<file path="config.mk">
export PLATFORM = sky130hd
export DESIGN_NAME = alu_issue_flat
export DESIGN_NICKNAME = d
export VERILOG_FILES = /design/src/rtl/lake_pkg.sv /design/src/rtl/alu_issue_if.sv /design/src/rtl/alu_issue_dec.sv /design/src/rtl/alu_issue.sv /design/src/flat_wrapper.sv
export SDC_FILE = /design/constraint.sdc
export NUM_CORES = 1
export LEC_CHECK = 0
export BUFFER_PORTS_ARGS = -buffer_cell sky130_fd_sc_hd__buf_2
export CORE_AREA = 2 2 126 128
export CTS_BUF_LIST = sky130_fd_sc_hd__clkbuf_4
export DETAILED_ROUTE_END_ITERATION = 10
export DIE_AREA = 0 0 128 130
export PLACE_DENSITY = 0.52
export SYNTH_ARGS = -nofsm -noshare
export SYNTH_HDL_FRONTEND = slang
export SYNTH_HIERARCHICAL = 1
export SYNTH_SLANG_ARGS = --single-unit
</file>
<file path="constraint.sdc">
create_clock -name i_clk -period 4.6 [get_ports i_clk]
set_input_delay 0.46 -clock i_clk [delete_from_list [all_inputs] [get_ports i_clk]]
set_output_delay 0.46 -clock i_clk [all_outputs]
set_load 0.05 [all_outputs]
</file>
<file path="src/rtl/lake_pkg.sv">
// Shared constants and types for the execute-stage issue block.
package lake_pkg;

    // ALU operation codes
    localparam logic [3:0] AluAdd  = 4'd0;
    localparam logic [3:0] AluSub  = 4'd1;
    localparam logic [3:0] AluSll  = 4'd2;
    localparam logic [3:0] AluSlt  = 4'd3;
    localparam logic [3:0] AluSltu = 4'd4;
    localparam logic [3:0] AluXor  = 4'd5;
    localparam logic [3:0] AluSrl  = 4'd6;
    localparam logic [3:0] AluSra  = 4'd7;
    localparam logic [3:0] AluOr   = 4'd8;
    localparam logic [3:0] AluAnd  = 4'd9;

    // RV32I major opcodes
    localparam logic [6:0] OpcOp     = 7'b0110011;
    localparam logic [6:0] OpcOpImm  = 7'b0010011;
    localparam logic [6:0] OpcLui    = 7'b0110111;
    localparam logic [6:0] OpcAuipc  = 7'b0010111;
    localparam logic [6:0] OpcJal    = 7'b1101111;
    localparam logic [6:0] OpcJalr   = 7'b1100111;
    localparam logic [6:0] OpcBranch = 7'b1100011;

    // Branch funct3 encodings
    localparam logic [2:0] F3Beq  = 3'b000;
    localparam logic [2:0] F3Bne  = 3'b001;
    localparam logic [2:0] F3Blt  = 3'b100;
    localparam logic [2:0] F3Bge  = 3'b101;
    localparam logic [2:0] F3Bltu = 3'b110;
    localparam logic [2:0] F3Bgeu = 3'b111;

    typedef enum logic [1:0] {ASelZero, ASelRs1, ASelPc} a_sel_e;
    typedef enum logic [1:0] {BSelZero, BSelRs2, BSelImm, BSelFour} b_sel_e;
    typedef enum logic [1:0] {BrNone, BrJal, BrJalr, BrCond} br_kind_e;

    typedef struct packed {
        logic [3:0] alu_op;
        a_sel_e     sel_a;
        b_sel_e     sel_b;
        logic       wr_rd;
        br_kind_e   br_kind;
        logic       cond_zf;   // condition source: 1 = zero flag, 0 = result bit 0
        logic       cond_inv;  // invert the condition (BNE/BGE/BGEU)
        logic       illegal;
    } dec_t;

    // Register/immediate arithmetic: SUB only exists in the register form.
    function automatic logic [3:0] arith_op(input logic [2:0] f3, input logic b5,
                                            input logic is_reg);
        logic [3:0] op;
        case (f3)
            3'b000:  op = (b5 && is_reg) ? AluSub : AluAdd;
            3'b001:  op = AluSll;
            3'b010:  op = AluSlt;
            3'b011:  op = AluSltu;
            3'b100:  op = AluXor;
            3'b101:  op = b5 ? AluSra : AluSrl;
            3'b110:  op = AluOr;
            default: op = AluAnd;
        endcase
        return op;
    endfunction

endpackage

</file>
<file path="src/rtl/alu_issue_if.sv">
// Issue-block bus: upstream handshake, ALU drive/return, writeback/redirect.
interface alu_issue_if;
    logic        i_valid;
    logic        o_ready;
    logic [6:0]  i_opcode;
    logic [2:0]  i_funct3;
    logic        i_funct7b5;
    logic [4:0]  i_rd;
    logic [31:0] i_rs1_val;
    logic [31:0] i_rs2_val;
    logic [31:0] i_imm;
    logic [31:0] i_pc;
    logic [31:0] o_alu_op_a;
    logic [31:0] o_alu_op_b;
    logic [3:0]  o_alu_op;
    logic [31:0] i_alu_res;
    logic        i_alu_zf;
    logic        o_valid;
    logic        i_ready;
    logic [4:0]  o_rd_addr;
    logic [31:0] o_rd_data;
    logic        o_rd_we;
    logic        o_br_taken;
    logic [31:0] o_br_target;
    logic        o_illegal;

    // Issue block side
    modport master (
        input  i_valid, i_opcode, i_funct3, i_funct7b5, i_rd, i_rs1_val, i_rs2_val,
               i_imm, i_pc, i_alu_res, i_alu_zf, i_ready,
        output o_ready, o_alu_op_a, o_alu_op_b, o_alu_op, o_valid, o_rd_addr,
               o_rd_data, o_rd_we, o_br_taken, o_br_target, o_illegal
    );

    // Environment side (decode, ALU, writeback)
    modport slave (
        output i_valid, i_opcode, i_funct3, i_funct7b5, i_rd, i_rs1_val, i_rs2_val,
               i_imm, i_pc, i_alu_res, i_alu_zf, i_ready,
        input  o_ready, o_alu_op_a, o_alu_op_b, o_alu_op, o_valid, o_rd_addr,
               o_rd_data, o_rd_we, o_br_taken, o_br_target, o_illegal
    );
endinterface

</file>
<file path="src/rtl/alu_issue_dec.sv">
// Combinational instruction decode for the issue block.
// ALU_ISSUE_BRANCH_EN: when defined, JAL/JALR/BRANCH are decoded; otherwise illegal.
module alu_issue_dec
    import lake_pkg::*;
(
    input  logic [6:0] opcode,
    input  logic [2:0] funct3,
    input  logic       funct7b5,
    output dec_t       dec
);

    // Map opcode/funct fields to ALU op, operand selects, writeback and branch kind.
    always_comb begin
        dec.alu_op   = AluAdd;
        dec.sel_a    = ASelZero;
        dec.sel_b    = BSelZero;
        dec.wr_rd    = 1'b0;
        dec.br_kind  = BrNone;
        dec.cond_zf  = 1'b0;
        dec.cond_inv = 1'b0;
        dec.illegal  = 1'b0;
        case (opcode)
            OpcOp: begin
                dec.alu_op = arith_op(funct3, funct7b5, 1'b1);
                dec.sel_a  = ASelRs1;
                dec.sel_b  = BSelRs2;
                dec.wr_rd  = 1'b1;
            end
            OpcOpImm: begin
                dec.alu_op = arith_op(funct3, funct7b5, 1'b0);
                dec.sel_a  = ASelRs1;
                dec.sel_b  = BSelImm;
                dec.wr_rd  = 1'b1;
            end
            OpcLui: begin
                dec.sel_b = BSelImm;
                dec.wr_rd = 1'b1;
            end
            OpcAuipc: begin
                dec.sel_a = ASelPc;
                dec.sel_b = BSelImm;
                dec.wr_rd = 1'b1;
            end
`ifdef ALU_ISSUE_BRANCH_EN
            OpcJal, OpcJalr: begin
                // Link value pc+4 goes through the ALU; target has its own adder.
                dec.sel_a   = ASelPc;
                dec.sel_b   = BSelFour;
                dec.wr_rd   = 1'b1;
                dec.br_kind = (opcode == OpcJal) ? BrJal : BrJalr;
            end
            OpcBranch: begin
                dec.sel_a    = ASelRs1;
                dec.sel_b    = BSelRs2;
                dec.br_kind  = BrCond;
                dec.cond_inv = funct3[0];
                case (funct3)
                    F3Beq, F3Bne: begin
                        dec.alu_op  = AluSub;
                        dec.cond_zf = 1'b1;
                    end
                    F3Blt, F3Bge:   dec.alu_op = AluSlt;
                    F3Bltu, F3Bgeu: dec.alu_op = AluSltu;
                    default: begin
                        dec.sel_a    = ASelZero;
                        dec.sel_b    = BSelZero;
                        dec.br_kind  = BrNone;
                        dec.cond_inv = 1'b0;
                        dec.illegal  = 1'b1;
                    end
                endcase
            end
`endif
            default: dec.illegal = 1'b1;
        endcase
    end

endmodule

</file>
<file path="src/rtl/alu_issue.sv">
// Execute-stage issue/retire: drives the ALU from decoded fields and holds the
// result in a one-entry output buffer for writeback.
// ALU_ISSUE_BRANCH_EN: when defined, jumps/branches resolve; otherwise redirect is tied 0.
module alu_issue
    import lake_pkg::*;
(
    input  logic        i_clk,
    input  logic        i_rst,
    alu_issue_if.master bus
);

    dec_t        dec;
    logic        accept;
    logic [31:0] op_a;
    logic [31:0] op_b;
    logic        rd_we_d;
    logic        br_taken_d;
    logic [31:0] br_target_d;

    logic        valid_q;
    logic [4:0]  rd_addr_q;
    logic [31:0] rd_data_q;
    logic        rd_we_q;
    logic        br_taken_q;
    logic [31:0] br_target_q;
    logic        illegal_q;

    alu_issue_dec u_dec (
        .opcode   (bus.i_opcode),
        .funct3   (bus.i_funct3),
        .funct7b5 (bus.i_funct7b5),
        .dec      (dec)
    );

    // ALU operand selection
    always_comb begin
        case (dec.sel_a)
            ASelRs1: op_a = bus.i_rs1_val;
            ASelPc:  op_a = bus.i_pc;
            default: op_a = '0;
        endcase
        case (dec.sel_b)
            BSelRs2:  op_b = bus.i_rs2_val;
            BSelImm:  op_b = bus.i_imm;
            BSelFour: op_b = 32'd4;
            default:  op_b = '0;
        endcase
    end

`ifdef ALU_ISSUE_BRANCH_EN
    logic [31:0] jalr_sum;

    // Branch resolution and redirect target
    always_comb begin
        jalr_sum = bus.i_rs1_val + bus.i_imm;
        case (dec.br_kind)
            BrJal, BrJalr: br_taken_d = 1'b1;
            BrCond: br_taken_d = (dec.cond_zf ? bus.i_alu_zf : bus.i_alu_res[0]) ^ dec.cond_inv;
            default: br_taken_d = 1'b0;
        endcase
        br_target_d = (dec.br_kind == BrJalr) ? {jalr_sum[31:1], 1'b0} : bus.i_pc + bus.i_imm;
    end
`else
    logic unused_br;

    assign br_taken_d  = 1'b0;
    assign br_target_d = '0;
    assign unused_br   = ^{dec.br_kind, dec.cond_zf, dec.cond_inv, bus.i_alu_zf};
`endif

    assign rd_we_d        = dec.wr_rd && !dec.illegal && (bus.i_rd != 5'd0);
    assign accept         = bus.i_valid && bus.o_ready;

    assign bus.o_ready    = !valid_q || bus.i_ready;
    assign bus.o_alu_op_a = op_a;
    assign bus.o_alu_op_b = op_b;
    assign bus.o_alu_op   = dec.alu_op;

    // Output buffer: load on accept, empty when writeback drains without a refill.
    always_ff @(posedge i_clk) begin
        if (i_rst) begin
            valid_q     <= 1'b0;
            rd_addr_q   <= '0;
            rd_data_q   <= '0;
            rd_we_q     <= 1'b0;
            br_taken_q  <= 1'b0;
            br_target_q <= '0;
            illegal_q   <= 1'b0;
        end else if (accept) begin
            valid_q     <= 1'b1;
            rd_addr_q   <= bus.i_rd;
            rd_data_q   <= bus.i_alu_res;
            rd_we_q     <= rd_we_d;
            br_taken_q  <= br_taken_d;
            br_target_q <= br_target_d;
            illegal_q   <= dec.illegal;
        end else if (bus.i_ready) begin
            valid_q     <= 1'b0;
        end
    end

    assign bus.o_valid     = valid_q;
    assign bus.o_rd_addr   = rd_addr_q;
    assign bus.o_rd_data   = rd_data_q;
    assign bus.o_rd_we     = rd_we_q;
    assign bus.o_br_taken  = br_taken_q;
    assign bus.o_br_target = br_target_q;
    assign bus.o_illegal   = illegal_q;

endmodule

</file>
<file path="src/flat_wrapper.sv">
// flat-port wrapper written by rule: the top's interface ports become plain ports
module alu_issue_flat import lake_pkg::*;
  (i_clk, i_rst, bus_i_valid, bus_i_opcode, bus_i_funct3, bus_i_funct7b5, bus_i_rd, bus_i_rs1_val, bus_i_rs2_val, bus_i_imm, bus_i_pc, bus_i_alu_res, bus_i_alu_zf, bus_i_ready, bus_o_ready, bus_o_alu_op_a, bus_o_alu_op_b, bus_o_alu_op, bus_o_valid, bus_o_rd_addr, bus_o_rd_data, bus_o_rd_we, bus_o_br_taken, bus_o_br_target, bus_o_illegal);
  alu_issue_if bus_i ();
  input  logic i_clk;
  input  logic i_rst;
  input wire logic [$bits(bus_i.i_valid)-1:0] bus_i_valid;
  input wire logic [$bits(bus_i.i_opcode)-1:0] bus_i_opcode;
  input wire logic [$bits(bus_i.i_funct3)-1:0] bus_i_funct3;
  input wire logic [$bits(bus_i.i_funct7b5)-1:0] bus_i_funct7b5;
  input wire logic [$bits(bus_i.i_rd)-1:0] bus_i_rd;
  input wire logic [$bits(bus_i.i_rs1_val)-1:0] bus_i_rs1_val;
  input wire logic [$bits(bus_i.i_rs2_val)-1:0] bus_i_rs2_val;
  input wire logic [$bits(bus_i.i_imm)-1:0] bus_i_imm;
  input wire logic [$bits(bus_i.i_pc)-1:0] bus_i_pc;
  input wire logic [$bits(bus_i.i_alu_res)-1:0] bus_i_alu_res;
  input wire logic [$bits(bus_i.i_alu_zf)-1:0] bus_i_alu_zf;
  input wire logic [$bits(bus_i.i_ready)-1:0] bus_i_ready;
  output wire logic [$bits(bus_i.o_ready)-1:0] bus_o_ready;
  output wire logic [$bits(bus_i.o_alu_op_a)-1:0] bus_o_alu_op_a;
  output wire logic [$bits(bus_i.o_alu_op_b)-1:0] bus_o_alu_op_b;
  output wire logic [$bits(bus_i.o_alu_op)-1:0] bus_o_alu_op;
  output wire logic [$bits(bus_i.o_valid)-1:0] bus_o_valid;
  output wire logic [$bits(bus_i.o_rd_addr)-1:0] bus_o_rd_addr;
  output wire logic [$bits(bus_i.o_rd_data)-1:0] bus_o_rd_data;
  output wire logic [$bits(bus_i.o_rd_we)-1:0] bus_o_rd_we;
  output wire logic [$bits(bus_i.o_br_taken)-1:0] bus_o_br_taken;
  output wire logic [$bits(bus_i.o_br_target)-1:0] bus_o_br_target;
  output wire logic [$bits(bus_i.o_illegal)-1:0] bus_o_illegal;
  assign bus_i.i_valid = bus_i_valid;
  assign bus_i.i_opcode = bus_i_opcode;
  assign bus_i.i_funct3 = bus_i_funct3;
  assign bus_i.i_funct7b5 = bus_i_funct7b5;
  assign bus_i.i_rd = bus_i_rd;
  assign bus_i.i_rs1_val = bus_i_rs1_val;
  assign bus_i.i_rs2_val = bus_i_rs2_val;
  assign bus_i.i_imm = bus_i_imm;
  assign bus_i.i_pc = bus_i_pc;
  assign bus_i.i_alu_res = bus_i_alu_res;
  assign bus_i.i_alu_zf = bus_i_alu_zf;
  assign bus_i.i_ready = bus_i_ready;
  assign bus_o_ready = bus_i.o_ready;
  assign bus_o_alu_op_a = bus_i.o_alu_op_a;
  assign bus_o_alu_op_b = bus_i.o_alu_op_b;
  assign bus_o_alu_op = bus_i.o_alu_op;
  assign bus_o_valid = bus_i.o_valid;
  assign bus_o_rd_addr = bus_i.o_rd_addr;
  assign bus_o_rd_data = bus_i.o_rd_data;
  assign bus_o_rd_we = bus_i.o_rd_we;
  assign bus_o_br_taken = bus_i.o_br_taken;
  assign bus_o_br_target = bus_i.o_br_target;
  assign bus_o_illegal = bus_i.o_illegal;
  alu_issue u_core (.i_clk(i_clk), .i_rst(i_rst), .bus(bus_i));
endmodule
</file>
* After elaboration in Yosys (flattened, before gate mapping)
Cells that the tools add are included. W data, S select, Z words.
Operators by class: eq/ne operators 15, muxes and demuxes 12, reduce and logical (&&, ||, !) cells 11
Operators by type and width (number):
- $pmux W32 S3 | 1
- $pmux W32 S2 | 1
- $pmux W4 S7 | 2
- $eq A7 B5 Y1 const B | 2
- $eq A7 B6 Y1 const B | 2
- $eq A3 B3 Y1 const B | 3
- $pmux W4 S2 | 1
- $eq A2 B2 Y1 const B | 3
- $eq A3 B2 Y1 const B | 2
- $pmux W3 S2 | 1
- $mux W1 | 5
- $reduce_bool A5 Y1 | 1
- $eq A2 B1 Y1 const B | 2
- $pmux W2 S2 | 1
- $reduce_or A4 Y1 | 1
- $eq A3 B1 Y1 const B | 1
- $logic_and A1 B1 Y1 | 3
- $logic_not A3 Y1 | 1
- $reduce_or A3 Y1 | 1
- $reduce_bool A2 Y1 | 1
- $reduce_or A2 Y1 | 1
- $logic_not A1 Y1 | 1
- $logic_or A1 B1 Y1 | 1
Storage, ports and cells: output and inout bits 142, logic and storage cells 43, register bits after elaboration 40

* Logic depth before layout (Yosys ltp)
depth in word-level cells 5, depth in mapped cells 9

* Cells and area by module
The synthesis kept the hierarchy.
By module, submodules not included:
- alu_issue | instances 1, sequential area each 800.8 um^2, cells each 338, area an instance 2552.4 um^2
- alu_issue_dec | instances 1, sequential area each 0.0 um^2, cells each 28, area an instance 196.4 um^2

* Least setup slack after synthesis
OpenSTA, ideal clock, no wires.
kind input-to-output, start point input port bus_i_opcode[3], end point output port bus_o_alu_op_a[0], path slack 1.808 ns, cell stages on the path 7, arrival time 2.332 ns, cell sequence nand2b_4 or3_1 buf_6 nor3_2 ha_1 clkbuf_1 nor2_1
RTL lines:
- start, declared | line flat_wrapper.sv:8 | input wire logic [$bits(bus_i.i_opcode)-1:0] bus_i_opcode;
- end, declared | line flat_wrapper.sv:20 | output wire logic [$bits(bus_i.o_alu_op_a)-1:0] bus_o_alu_op_a;

==> metrics <==
status complete, no violations; largest net degree at the start of global routing 42; Fin Clk Skew 0.00868 ns; initial drt markers 132; Critical Path Fanout Max 31; total power 883 uW; Syn Std Cell Area 2720 um2; PostCTS Resize Cnt 0; CTS Sinks 40; hpwl dp 9700 um; final wirelength 12600 um; final core occ 27.1%; Hold Violations, Final 0; DR pass1 iterations 4; Critical Path End Type output port; Sequential cell area 801 um2; critical path class in -> out; DIE HEIGHT 130 um; Slew Limit Fails 0; Hold Crit Class in -> reg; row cnt 46; Period minus WS final 3.26 ns; area of the multi-input gates 1580 um2; clk_lat worst skew 0.35 ns; RSZ-0062 raised after global routing false; Bufs on Longest Clock Path 2; initial antenna violation count 1; H-tree depth 2; Setup WS pre-CTS 1.32 ns; DIE AREA 16600 um2; critical-path cell list buf_2, nand2b_4, or3_1, a21oi_2, and2b_1, a22o_1, buf_2; starting density of the core 17.6%; Worst Max-Slew Pin Slew 1.00 ns; share of layout cells above drive strength 1 49.4%; PwrDens 211 nW/um2; Fillers 1773; Core Footprint 15400 um2; total CTS buffers 5; Setup WS post-layout 1.34 ns; first-pass GRT wire length 17800 um; # nets final 807; maxcap violations 0; fin crit share 70.9%; Area Overhead vs Synth 54.0%; DR DRC count 0; Die X 128 um; Vias 3579; Critical Path Most Common Cell buf_2; cell at the slowest stage of the critical path and2b_1; Post-Layout Cell Count 817; Max VDD drop 112 uV; CTS tree done; setup_tns 0 ns; Leak 0.00217 uW; cts hold-fix bufs 0; post-synthesis area per instance 7.52 um2; Clock Tree Root clkbuf_4; Setup Buffers After CTS 0; Yosys warnings 6; Ports 323; vias in the first global route 3215; DP Cell Count 809; worst endpoint required time 4.14 ns; Worst Setup Start Kind input pin; Total Routing Usage GR 13.5%; CP delay by family, top simple AND/OR/NAND/NOR gates; Buf/Inv on CP 2; clock slew at reported path FFs 0.14 ns; # diodes 0; WL per Instance 15.4 um; GPL Wtd Cong 0.767; Setup-failing EPs final 0; Relative slew margins 33.2%; fmax 0.307 GHz; Post-Syn Instances 361; Port-buffer cells 288; GRT Residual Overflow 0; antenna-violating nets left 0; post-DR vias/cell 4.38; Critical Path Max Stage Delay 0.82 ns; Worst Path Arrival 2.80 ns
==> state kept, by name, summed over array words and instances (netlist names) <==
| signal | flops |
|---|---|
| u_core/bus.o_rd_we | 1 |
| u_core/bus.o_rd_addr | 5 |
| u_core/bus.o_valid | 1 |
| u_core/bus.o_illegal | 1 |
| u_core/bus.o_rd_data | 32 |
==> placed cells by master, fill, tap and decap left out, drive strengths merged <==
cell / count
nand3: 39
a22o: 31
dfxtp: 40
conb: 33
nand2b: 1
and3: 2
nand2: 3
nor2: 36
or4: 1
nor2b: 3
inv: 8
and2: 1
and2b: 1
clkinv: 2
nor3: 2
buf: 293
or3: 1
a31oi: 1
a211oi: 1
nor3b: 2
clkbuf: 5
a22oi: 32
ha: 2
nor4: 1
mux2: 1
a21oi: 41
o21ai: 41
o21a: 1
==> cell type report <==
class / instances / area share, %
Timing Repair Buffer: 293 / 35.4
Inverter: 7 / 0.629
Tap cell: 192 / 5.75
Multi-Input combinational cell: 277 / 37.8
Clock inverter: 3 / 0.419
Sequential cell: 40 / 19.2
Clock buffer: 5 / 0.898
==> worst register-to-register path: cells and delay by family (launching register included) <==
family                 cells  cell delay (ns)
and+or+nand+nor            2             0.85
buffers and inverters      2             0.44
DFF                        1             0.36
AOI/OAI and AO/OA          1             0.06
==> per-stage QoR <==
stage	instance area [um2]	hold WS, ns
CTS	4180	0.320
finish	4180	0.336
floorplan	2840	0.608
global placement	4130	0.460
detailed placement	4130	0.463
global route	4180	0.310
==> routing by layer <==
metal	up-vias	global-route usage, %	part of all wire, %
li1	1767	-	-
met1	1639	17.8	44
met2	163	22.7	47
met3	10	3.16	8.1
met4	0	2.46	1.1
met5	-	0	0
==> worst paths after layout <==
kind                                              start                       end  slack (ns)  cells after the start
worst min-delay path                  bus_i_alu_res[29]  u_core/bus.o_rd_data[29]        0.34                      3
worst min register to register  u_core/bus.o_rd_addr[0]   u_core/bus.o_rd_addr[0]        0.48                      2
worst max-delay path                    bus_i_opcode[3]        bus_o_alu_op_b[10]        1.34                      7
worst max register to register       u_core/bus.o_valid   u_core/bus.o_rd_addr[2]        2.75                      5
==> report_power, final <==
part           internal, uW  total [uW]  switching, uW
Clock                  59.2         185            126
Sequential              366         374           7.93
Combinational          92.7         323            230
Power figures use the tool's default switching activity.
